`config.mk`:
```
export PLATFORM = sky130hd
export DESIGN_NAME = decode_ctrl_pipe_flat
export DESIGN_NICKNAME = d
export VERILOG_FILES = /design/src/rtl/decode_ctrl_pipe_if.sv /design/src/rtl/decode_ctrl_pipe.sv /design/src/flat_wrapper.sv
export SDC_FILE = /design/constraint.sdc
export NUM_CORES = 1
export LEC_CHECK = 0
export CAP_MARGIN = 25
export CELL_PAD_IN_SITES_DETAIL_PLACEMENT = 1
export CELL_PAD_IN_SITES_GLOBAL_PLACEMENT = 1
export CORE_UTILIZATION = 33
export CTS_CLUSTER_SIZE = 12
export DETAILED_ROUTE_END_ITERATION = 6
export GPL_ROUTABILITY_DRIVEN = 0
export PLACE_DENSITY = 0.77
export SYNTH_ARGS = -nofsm -noshare
export SYNTH_HDL_FRONTEND = slang
export SYNTH_SLANG_ARGS = --single-unit
```
`constraint.sdc`:
```
create_clock -name clk -period 2.67 [get_ports clk]
set_clock_uncertainty 0.15 [all_clocks]
set_input_delay 0.267 -clock clk [delete_from_list [all_inputs] [get_ports clk]]
set_output_delay 0.267 -clock clk [all_outputs]
set_load 0.02 [all_outputs]
```
`src/rtl/decode_ctrl_pipe_if.sv`:
```
// ID-stage instruction in, registered ID/EX control bundle out.
// master drives the instruction side and hold/flush; slave is the decoder.
interface decode_ctrl_pipe_if;
  logic        id_valid;
  logic [31:0] id_instr;
  logic        stall_in;
  logic        flush;
  logic        stall_out;
  logic        ex_valid;
  logic [3:0]  ex_aluop;
  logic        ex_alusrc;
  logic        ex_zext;
  logic        ex_shift;
  logic        ex_regwrite;
  logic [4:0]  ex_dest;
  logic        ex_readmem;
  logic        ex_writemem;
  logic        ex_memtoreg;
  logic [1:0]  ex_memsize;
  logic [1:0]  ex_branch;
  logic [1:0]  ex_jump;
  logic        ex_illegal;
  logic [4:0]  ex_rs;
  logic [4:0]  ex_rt;
  logic [4:0]  ex_shamt;
  logic [15:0] ex_imm;

  modport master (
    output id_valid, id_instr, stall_in, flush,
    input  stall_out, ex_valid, ex_aluop, ex_alusrc, ex_zext, ex_shift, ex_regwrite,
           ex_dest, ex_readmem, ex_writemem, ex_memtoreg, ex_memsize, ex_branch,
           ex_jump, ex_illegal, ex_rs, ex_rt, ex_shamt, ex_imm
  );

  modport slave (
    input  id_valid, id_instr, stall_in, flush,
    output stall_out, ex_valid, ex_aluop, ex_alusrc, ex_zext, ex_shift, ex_regwrite,
           ex_dest, ex_readmem, ex_writemem, ex_memtoreg, ex_memsize, ex_branch,
           ex_jump, ex_illegal, ex_rs, ex_rt, ex_shamt, ex_imm
  );
endinterface

```
`src/rtl/decode_ctrl_pipe.sv`:
```
// MIPS control decode into the ID/EX register (1-cycle latency) with load-use bubbles.
// stall_in freezes EX and the bubble FSM; flush kills ID and aborts pending bubbles.
module decode_ctrl_pipe #(
  parameter int unsigned LOAD_STALLS = 1,
  parameter bit          HAZARD_EN   = 1'b1
) (
  input logic               clk,
  input logic               rst,
  decode_ctrl_pipe_if.slave bus
);
  localparam logic [3:0] ALU_NOP  = 4'd0,  ALU_ADD = 4'd1,  ALU_ADDU = 4'd2,  ALU_SUB = 4'd3;
  localparam logic [3:0] ALU_SUBU = 4'd4,  ALU_AND = 4'd5,  ALU_OR   = 4'd6,  ALU_NOR = 4'd7;
  localparam logic [3:0] ALU_SLT  = 4'd8,  ALU_SLTU = 4'd9, ALU_SLL  = 4'd10, ALU_SRL = 4'd11;
  localparam logic [3:0] ALU_SRA  = 4'd12, ALU_LUI = 4'd13;

  typedef struct packed {
    logic        valid;
    logic [3:0]  aluop;
    logic        alusrc;
    logic        zext;
    logic        shift;
    logic        regwrite;
    logic [4:0]  dest;
    logic        readmem;
    logic        writemem;
    logic        memtoreg;
    logic [1:0]  memsize;
    logic [1:0]  branch;
    logic [1:0]  jump;
    logic        illegal;
    logic [4:0]  rs;
    logic [4:0]  rt;
    logic [4:0]  shamt;
    logic [15:0] imm;
  } ctrl_t;

  typedef enum logic {RUN, BUBBLE} state_t;

  logic [5:0] op, fn;
  logic [4:0] rs, rt, rd;
  assign op = bus.id_instr[31:26];
  assign rs = bus.id_instr[25:21];
  assign rt = bus.id_instr[20:16];
  assign rd = bus.id_instr[15:11];
  assign fn = bus.id_instr[5:0];

  ctrl_t      dec;
  logic       wr;
  logic [4:0] dst;

  always_comb begin
    dec       = '0;
    wr        = 1'b0;
    dst       = '0;
    dec.valid = 1'b1;
    dec.rs    = rs;
    dec.rt    = rt;
    dec.shamt = bus.id_instr[10:6];
    dec.imm   = bus.id_instr[15:0];
    case (op)
      6'h00: begin
        wr  = 1'b1;
        dst = rd;
        case (fn)
          6'h20: dec.aluop = ALU_ADD;
          6'h21: dec.aluop = ALU_ADDU;
          6'h22: dec.aluop = ALU_SUB;
          6'h23: dec.aluop = ALU_SUBU;
          6'h24: dec.aluop = ALU_AND;
          6'h25: dec.aluop = ALU_OR;
          6'h27: dec.aluop = ALU_NOR;
          6'h2A: dec.aluop = ALU_SLT;
          6'h2B: dec.aluop = ALU_SLTU;
          6'h00: begin dec.aluop = ALU_SLL; dec.shift = 1'b1; end
          6'h02: begin dec.aluop = ALU_SRL; dec.shift = 1'b1; end
          6'h03: begin dec.aluop = ALU_SRA; dec.shift = 1'b1; end
          6'h08: begin dec.jump = 2'd2; wr = 1'b0; dst = '0; end
          default: begin dec.illegal = 1'b1; wr = 1'b0; dst = '0; end
        endcase
      end
      6'h08, 6'h09, 6'h0A, 6'h0B, 6'h0C, 6'h0D, 6'h0F: begin
        dec.alusrc = 1'b1;
        wr         = 1'b1;
        dst        = rt;
        dec.zext   = (op == 6'h0C) || (op == 6'h0D);
        case (op)
          6'h08:   dec.aluop = ALU_ADD;
          6'h09:   dec.aluop = ALU_ADDU;
          6'h0A:   dec.aluop = ALU_SLT;
          6'h0B:   dec.aluop = ALU_SLTU;
          6'h0C:   dec.aluop = ALU_AND;
          6'h0D:   dec.aluop = ALU_OR;
          default: dec.aluop = ALU_LUI;
        endcase
      end
      6'h23, 6'h24, 6'h25: begin
        dec.aluop    = ALU_ADD;
        dec.alusrc   = 1'b1;
        dec.readmem  = 1'b1;
        dec.memtoreg = 1'b1;
        wr           = 1'b1;
        dst          = rt;
        dec.memsize  = (op == 6'h23) ? 2'd2 : (op == 6'h24) ? 2'd0 : 2'd1;
      end
      6'h28, 6'h29, 6'h2B: begin
        dec.aluop    = ALU_ADD;
        dec.alusrc   = 1'b1;
        dec.writemem = 1'b1;
        dec.memsize  = (op == 6'h28) ? 2'd0 : (op == 6'h29) ? 2'd1 : 2'd2;
      end
      6'h04, 6'h05: begin
        dec.aluop  = ALU_SUB;
        dec.branch = (op == 6'h04) ? 2'd1 : 2'd2;
      end
      6'h02:   dec.jump = 2'd1;
      default: dec.illegal = 1'b1;
    endcase
    dec.dest     = dst;
    dec.regwrite = wr && (dst != 5'd0);
  end

  ctrl_t      ex_q, ex_d;
  state_t     state_q, state_d;
  logic [2:0] cnt_q, cnt_d;
  logic       use_rs, use_rt, hazard, busy;

  assign use_rs = !((op == 6'h02) || (op == 6'h0F) ||
                    ((op == 6'h00) && ((fn == 6'h00) || (fn == 6'h02) || (fn == 6'h03))));
  assign use_rt = ((op == 6'h00) && (fn != 6'h08)) || (op == 6'h04) || (op == 6'h05) ||
                  (op == 6'h28) || (op == 6'h29) || (op == 6'h2B);
  assign hazard = HAZARD_EN && bus.id_valid && ex_q.valid && ex_q.readmem &&
                  (ex_q.dest != 5'd0) &&
                  ((use_rs && (rs == ex_q.dest)) || (use_rt && (rt == ex_q.dest)));
  assign busy   = (state_q == BUBBLE);

  // stall_out is gated by flush so a taken branch can redirect fetch immediately.
  assign bus.stall_out = !rst && !bus.flush && (busy || hazard);

  always_comb begin
    ex_d    = ex_q;
    state_d = state_q;
    cnt_d   = cnt_q;
    if (bus.flush) begin
      ex_d    = '0;
      state_d = RUN;
      cnt_d   = '0;
    end else if (!bus.stall_in) begin
      if (busy) begin
        ex_d  = '0;
        cnt_d = cnt_q - 3'd1;
        if (cnt_q <= 3'd1) state_d = RUN;
      end else if (hazard) begin
        ex_d = '0;
        if (LOAD_STALLS > 1) begin
          state_d = BUBBLE;
          cnt_d   = 3'(LOAD_STALLS - 1);
        end
      end else begin
        ex_d = bus.id_valid ? dec : '0;
      end
    end
  end

  always_ff @(posedge clk) begin
    if (rst) begin
      ex_q    <= '0;
      state_q <= RUN;
      cnt_q   <= '0;
    end else begin
      ex_q    <= ex_d;
      state_q <= state_d;
      cnt_q   <= cnt_d;
    end
  end

  assign bus.ex_valid    = ex_q.valid;
  assign bus.ex_aluop    = ex_q.aluop;
  assign bus.ex_alusrc   = ex_q.alusrc;
  assign bus.ex_zext     = ex_q.zext;
  assign bus.ex_shift    = ex_q.shift;
  assign bus.ex_regwrite = ex_q.regwrite;
  assign bus.ex_dest     = ex_q.dest;
  assign bus.ex_readmem  = ex_q.readmem;
  assign bus.ex_writemem = ex_q.writemem;
  assign bus.ex_memtoreg = ex_q.memtoreg;
  assign bus.ex_memsize  = ex_q.memsize;
  assign bus.ex_branch   = ex_q.branch;
  assign bus.ex_jump     = ex_q.jump;
  assign bus.ex_illegal  = ex_q.illegal;
  assign bus.ex_rs       = ex_q.rs;
  assign bus.ex_rt       = ex_q.rt;
  assign bus.ex_shamt    = ex_q.shamt;
  assign bus.ex_imm      = ex_q.imm;
endmodule
```
`src/flat_wrapper.sv`:
```
// flat-port wrapper written by rule: the top's interface ports become plain ports
module decode_ctrl_pipe_flat 
#(
  parameter int unsigned LOAD_STALLS = 1,
  parameter bit          HAZARD_EN   = 1'b1
)
  (clk, rst, bus_id_valid, bus_id_instr, bus_stall_in, bus_flush, bus_stall_out, bus_ex_valid, bus_ex_aluop, bus_ex_alusrc, bus_ex_zext, bus_ex_shift, bus_ex_regwrite, bus_ex_dest, bus_ex_readmem, bus_ex_writemem, bus_ex_memtoreg, bus_ex_memsize, bus_ex_branch, bus_ex_jump, bus_ex_illegal, bus_ex_rs, bus_ex_rt, bus_ex_shamt, bus_ex_imm);
  decode_ctrl_pipe_if bus_i ();
  input logic clk;
  input logic rst;
  input wire logic [$bits(bus_i.id_valid)-1:0] bus_id_valid;
  input wire logic [$bits(bus_i.id_instr)-1:0] bus_id_instr;
  input wire logic [$bits(bus_i.stall_in)-1:0] bus_stall_in;
  input wire logic [$bits(bus_i.flush)-1:0] bus_flush;
  output wire logic [$bits(bus_i.stall_out)-1:0] bus_stall_out;
  output wire logic [$bits(bus_i.ex_valid)-1:0] bus_ex_valid;
  output wire logic [$bits(bus_i.ex_aluop)-1:0] bus_ex_aluop;
  output wire logic [$bits(bus_i.ex_alusrc)-1:0] bus_ex_alusrc;
  output wire logic [$bits(bus_i.ex_zext)-1:0] bus_ex_zext;
  output wire logic [$bits(bus_i.ex_shift)-1:0] bus_ex_shift;
  output wire logic [$bits(bus_i.ex_regwrite)-1:0] bus_ex_regwrite;
  output wire logic [$bits(bus_i.ex_dest)-1:0] bus_ex_dest;
  output wire logic [$bits(bus_i.ex_readmem)-1:0] bus_ex_readmem;
  output wire logic [$bits(bus_i.ex_writemem)-1:0] bus_ex_writemem;
  output wire logic [$bits(bus_i.ex_memtoreg)-1:0] bus_ex_memtoreg;
  output wire logic [$bits(bus_i.ex_memsize)-1:0] bus_ex_memsize;
  output wire logic [$bits(bus_i.ex_branch)-1:0] bus_ex_branch;
  output wire logic [$bits(bus_i.ex_jump)-1:0] bus_ex_jump;
  output wire logic [$bits(bus_i.ex_illegal)-1:0] bus_ex_illegal;
  output wire logic [$bits(bus_i.ex_rs)-1:0] bus_ex_rs;
  output wire logic [$bits(bus_i.ex_rt)-1:0] bus_ex_rt;
  output wire logic [$bits(bus_i.ex_shamt)-1:0] bus_ex_shamt;
  output wire logic [$bits(bus_i.ex_imm)-1:0] bus_ex_imm;
  assign bus_i.id_valid = bus_id_valid;
  assign bus_i.id_instr = bus_id_instr;
  assign bus_i.stall_in = bus_stall_in;
  assign bus_i.flush = bus_flush;
  assign bus_stall_out = bus_i.stall_out;
  assign bus_ex_valid = bus_i.ex_valid;
  assign bus_ex_aluop = bus_i.ex_aluop;
  assign bus_ex_alusrc = bus_i.ex_alusrc;
  assign bus_ex_zext = bus_i.ex_zext;
  assign bus_ex_shift = bus_i.ex_shift;
  assign bus_ex_regwrite = bus_i.ex_regwrite;
  assign bus_ex_dest = bus_i.ex_dest;
  assign bus_ex_readmem = bus_i.ex_readmem;
  assign bus_ex_writemem = bus_i.ex_writemem;
  assign bus_ex_memtoreg = bus_i.ex_memtoreg;
  assign bus_ex_memsize = bus_i.ex_memsize;
  assign bus_ex_branch = bus_i.ex_branch;
  assign bus_ex_jump = bus_i.ex_jump;
  assign bus_ex_illegal = bus_i.ex_illegal;
  assign bus_ex_rs = bus_i.ex_rs;
  assign bus_ex_rt = bus_i.ex_rt;
  assign bus_ex_shamt = bus_i.ex_shamt;
  assign bus_ex_imm = bus_i.ex_imm;
  decode_ctrl_pipe #(.LOAD_STALLS(LOAD_STALLS), .HAZARD_EN(HAZARD_EN)) u_core (.clk(clk), .rst(rst), .bus(bus_i));
endmodule
```
==> flow_results.org <==
** Clock network
- The longest clock path from root to sink contains 2 buffers.
- The later pin in the worst-skew pair is clocked with a latency of 310 ps.
- TritonCTS clock tree :: yes
- Cts bufs inserted :: 5
- CTS placed an instance of sky130_fd_sc_hd__clkbuf_8 at the clock tree root.
- The clock drives 53 sinks.
- For this design, the CTS-stage hold fixing added 0 buffers.
- Clock-pin slew was measured on the worst setup and hold paths at about 90 ps.
- CTS HTree Levels :: 2

** Drt
- Via density per instance :: approximately 5.3
- After detailed routing, the wire length on met1 is 3820 µm.
- Detailed routing inserted a total of 2,580 vias.
- First DRT Iteration DRCs :: 59
- Total length of routed met3 wires :: 296 µm
- DRC Markers :: 0
- Pre-antenna DRT Iters :: 4
- WL per Instance :: about 18 µm
- Residual antenna-violating net count after detailed routing :: 0
- Highest signal layer in the routed design :: met4
- Detailed routing placed a total of 4250 µm of wire on met2.
- After detailed routing, the total wire length is 8550 µm.

** Global routing
- The total overflow left after global routing is 0.
- Across every metal layer, demand over resource in global routing totals 21.1%.
- Largest net degree at the start of global routing :: 35
- The via count of the first global-routing pass came to 2,671.
- The number of antenna violations at the first check in global routing was 0.
- Global-route wire length before repair :: 13,800 µm

** Die
- Chip Width :: 90.3 µm
- Top-Level Pins :: 93
- The floorplan step set the die height to 90.3 µm.
- The floorplan step defined a die boundary enclosing 0.00816 mm².
- Core ar. :: about 0.0074 mm²
- Starting Density :: 34.8%
- The initialized floorplan defines 31 standard-cell rows.

** STA
- Setup ws final :: 71.9 ps
- Number of hold-slack violations in the final timing report :: 0
- Setup violations, final :: 0
- The final critical path takes up between 90% and 100% of the cycle.
- Setup repair after global routing left no endpoint under its margin.
- Final slew viol count :: 0
- For the finished layout, the period the worst path requires is 2600 ps.
- Highest Clock Rate :: between 0.3 and 0.4 GHz
- Tightest Pin Transition :: 414 ps
- Headroom to the max-slew limit came out at 72.4%.

** Critical path
- R2R Setup Slk :: 520 ps
- The endpoint identified for the worst register-to-register timing path is u_core.bus.ex_jump[1].
- Of all nets on the critical path, the largest fanout is 2.
- For the worst flop-to-flop path, the logic depth is 8.
- Category of the critical setup timing path :: input port to primary output
- Critical Path AT :: 2180 ps
- STA classifies the critical path startpoint as an input port.
- Setup crit end kind :: primary output
- For the worst setup path, the data required time is 2250 ps.
- R2r startpoint :: u_core.bus.ex_dest[1]

** Cells and area
- Final std cell area, no fill :: about 0.004 mm²
- In the final layout, the share of cells above drive strength 1 is between 15 and 20%.
- Layout area overhead :: 53.6%
- Final-stage net count :: 426
- N_diodes :: 0

** Synthesis
- The synthesized design contains 0 enable-type register cells.
- Synthesized area per cell :: roughly 9.7 µm²
- Netlist Area Pre-Place :: 0.00257 mm²
- Synthesis produced a netlist whose cell count is between 200 and 300.
- Distinct cells, synth :: 55
- Portion of synthesized cell area occupied by the leading cell type :: 41.2%
- The number of nets in the synthesized netlist is 305.
- Synthesis inferred 53 register bits.
- For this run, the register share of the synthesized area comes to 41.2%.
- Most instantiated flip-flop cell in the synthesis netlist :: sky130_fd_sc_hd__dfxtp_1
- By area the synthesized netlist is led by sky130_fd_sc_hd__dfxtp_1 (41%), sky130_fd_sc_hd__a22o_1 (15%), sky130_fd_sc_hd__buf_6 (2.6%).
- Of all flip-flops after synthesis, the portion carrying an async set or reset was 0%.
- The synthesized design spends more area on one cell type than any other, namely sky130_fd_sc_hd__dfxtp_1.
- The Yosys step of the flow raised 0 warnings.

** Worst hold path
- Worst min-delay path class :: flip-flop to flip-flop
- Startpoint of the worst hold path :: u_core.bus.ex_branch[0]
- Instance count along the most critical hold path :: 2
- The path with the worst hold slack has its endpoint at u_core.bus.ex_branch[0].

** Power
- Power spread over the standard cell area amounts to 410 mW/mm².
- Leakage power figure :: between 1.5 and 2 nW
- Post-layout power :: 1.62 mW
- VDD sags by at most approximately 0.00023 V.

** Place
- Placement-stage worst setup slack :: -420 ps
- Summing all placed instances gives a cell area of 0.00383 mm².
- Port buffering added roughly 90 buffers.
- Estimated wirelength of the detail-placed design :: 6270 µm

** Run status
- The run finished with clean final reports.

** Job
- Max-cap violations in this run came to 0.
==> cell families (layout without fill, tap and decap cells) <==
logic type	Yosys count	in the layout	synth area share, %
AND/OR/NAND/NOR	77	77	16.7
adder cells (fa/ha/maj)	2	2	0.972
XOR/XNOR	14	14	4.76
flip-flops	53	53	41.2
AO/OA/AOI/OAI	88	88	28.9
buffers and inverters	32	153	7.43
==> cell usage in the layout, fill, tap and decap left out, drive strengths merged, types with 2 or more instances in the layout <==
cell type       n
nand2          13
a31oi           3
buf            47
a21oi           9
nand3           3
o2bb2ai         2
a32o            4
nand4           3
nand2b          6
a211oi          2
and2            5
nor4b           2
o31ai           4
nor2           17
o2111ai         2
nor3            8
clkbuf          5
o211ai          3
or2             2
nor4            2
xor2            7
o21ai           6
inv             8
nor2b           4
and3            3
dfxtp          53
clkdlybuf4s50  91
or4             5
xnor2           7
ha              2
a22o           44
==> worst max path at each step <==
stage	startpoint	endpoint	slack, ps	cells past startpoint
finish	bus_id_instr[2]	bus_stall_out	70	8
global route	bus_id_instr[28]	bus_stall_out	10	8
CTS	bus_id_instr[1]	bus_stall_out	9	8
detailed placement	bus_id_instr[29]	bus_stall_out	-420	8
global placement	bus_id_instr[29]	bus_stall_out	-390	8
floorplan	bus_id_instr[2]	bus_stall_out	420	8
==> synthesized netlist by cell type (3+ instances only) <==
library cell / instances
sky130_fd_sc_hd__and2_1: 4
sky130_fd_sc_hd__a22o_1: 43
sky130_fd_sc_hd__nand2b_1: 6
sky130_fd_sc_hd__nand2_1: 13
sky130_fd_sc_hd__xnor2_1: 7
sky130_fd_sc_hd__clkbuf_1: 9
sky130_fd_sc_hd__nand3_1: 3
sky130_fd_sc_hd__nor3_1: 7
sky130_fd_sc_hd__buf_2: 3
sky130_fd_sc_hd__or4_1: 4
sky130_fd_sc_hd__o21ai_0: 4
sky130_fd_sc_hd__nand4_1: 3
sky130_fd_sc_hd__nor2b_1: 4
sky130_fd_sc_hd__a31oi_1: 3
sky130_fd_sc_hd__buf_6: 6
sky130_fd_sc_hd__buf_4: 6
sky130_fd_sc_hd__and3_1: 3
sky130_fd_sc_hd__nor2_1: 16
sky130_fd_sc_hd__dfxtp_1: 53
sky130_fd_sc_hd__xor2_1: 7
sky130_fd_sc_hd__a21oi_1: 8
sky130_fd_sc_hd__a32o_1: 4
sky130_fd_sc_hd__inv_1: 7
sky130_fd_sc_hd__o31ai_1: 4
==> critical path: stages <==
cell	delay, ps
sky130_fd_sc_hd__clkdlybuf4s50_1	420
sky130_fd_sc_hd__or4_4	550
sky130_fd_sc_hd__nor2_4	120
sky130_fd_sc_hd__o211ai_2	90
sky130_fd_sc_hd__a22o_4	260
sky130_fd_sc_hd__and2_4	160
sky130_fd_sc_hd__o21a_1	160
sky130_fd_sc_hd__buf_4	150
==> routing by layer <==
metal,global-route usage (%),up-vias
met5,0,-
met4,7.93,0
met3,3.28,18
met2,36.5,72
met1,26.2,1257
li1,-,1233
==> where the power goes <==
part | internal, mW | switching (mW) | total, mW
clock network | 0.273 | 0.265 | 0.538
logic | 0.144 | 0.134 | 0.278
registers | 0.800 | 0.00663 | 0.807
==> through the flow <==
step | TNS, ps | std cells | hold WS, ps | util [%]
2_1_floorplan | 0 | 266 | 243 | -
3_3_place_gp | -394 | 477 | 299 | 51.7
3_5_place_dp | -733 | 477 | 305 | 51.7
4_1_cts | 0 | 485 | 332 | 53.2
5_1_grt | 0 | 486 | 349 | 53.4
6_report | 0 | 486 | 321 | 53.4
==> cell type report <==
class                   instances  area [µm²]
repair buffers                138        1300
well taps                      99         124
fillers                       819        3450
clock inverters                 2        35.0
inverters                       8        30.0
clock buffers                   5        68.8
multi-input cells             181        1340
flip-flops and latches         53        1060
==> registers in the layout, indices dropped and copies added, names as in the netlist <==
name / cells
u_core.bus.ex_imm: 16
u_core.bus.ex_dest: 5
u_core.bus.ex_rs: 5
u_core.bus.ex_rt: 5
u_core.bus.ex_aluop: 4
u_core.cnt_q: 3
u_core.bus.ex_branch: 2
u_core.bus.ex_jump: 2
u_core.bus.ex_memsize: 2
u_core.bus.ex_alusrc: 1
u_core.bus.ex_illegal: 1
u_core.bus.ex_memtoreg: 1
u_core.bus.ex_regwrite: 1
u_core.bus.ex_shift: 1
u_core.bus.ex_valid: 1
u_core.bus.ex_writemem: 1
u_core.bus.ex_zext: 1
u_core.busy: 1
==> timing repair <==
item / CTS / global route
endpoints found under the setup margin: 1 / 1
pin swaps: 1 / 2
endpoints found under the hold margin: 0 / 0
setup buffers: 1 / 1
resized for setup: 5 / 3
Note: power is estimated with default switching activity, not from simulation.
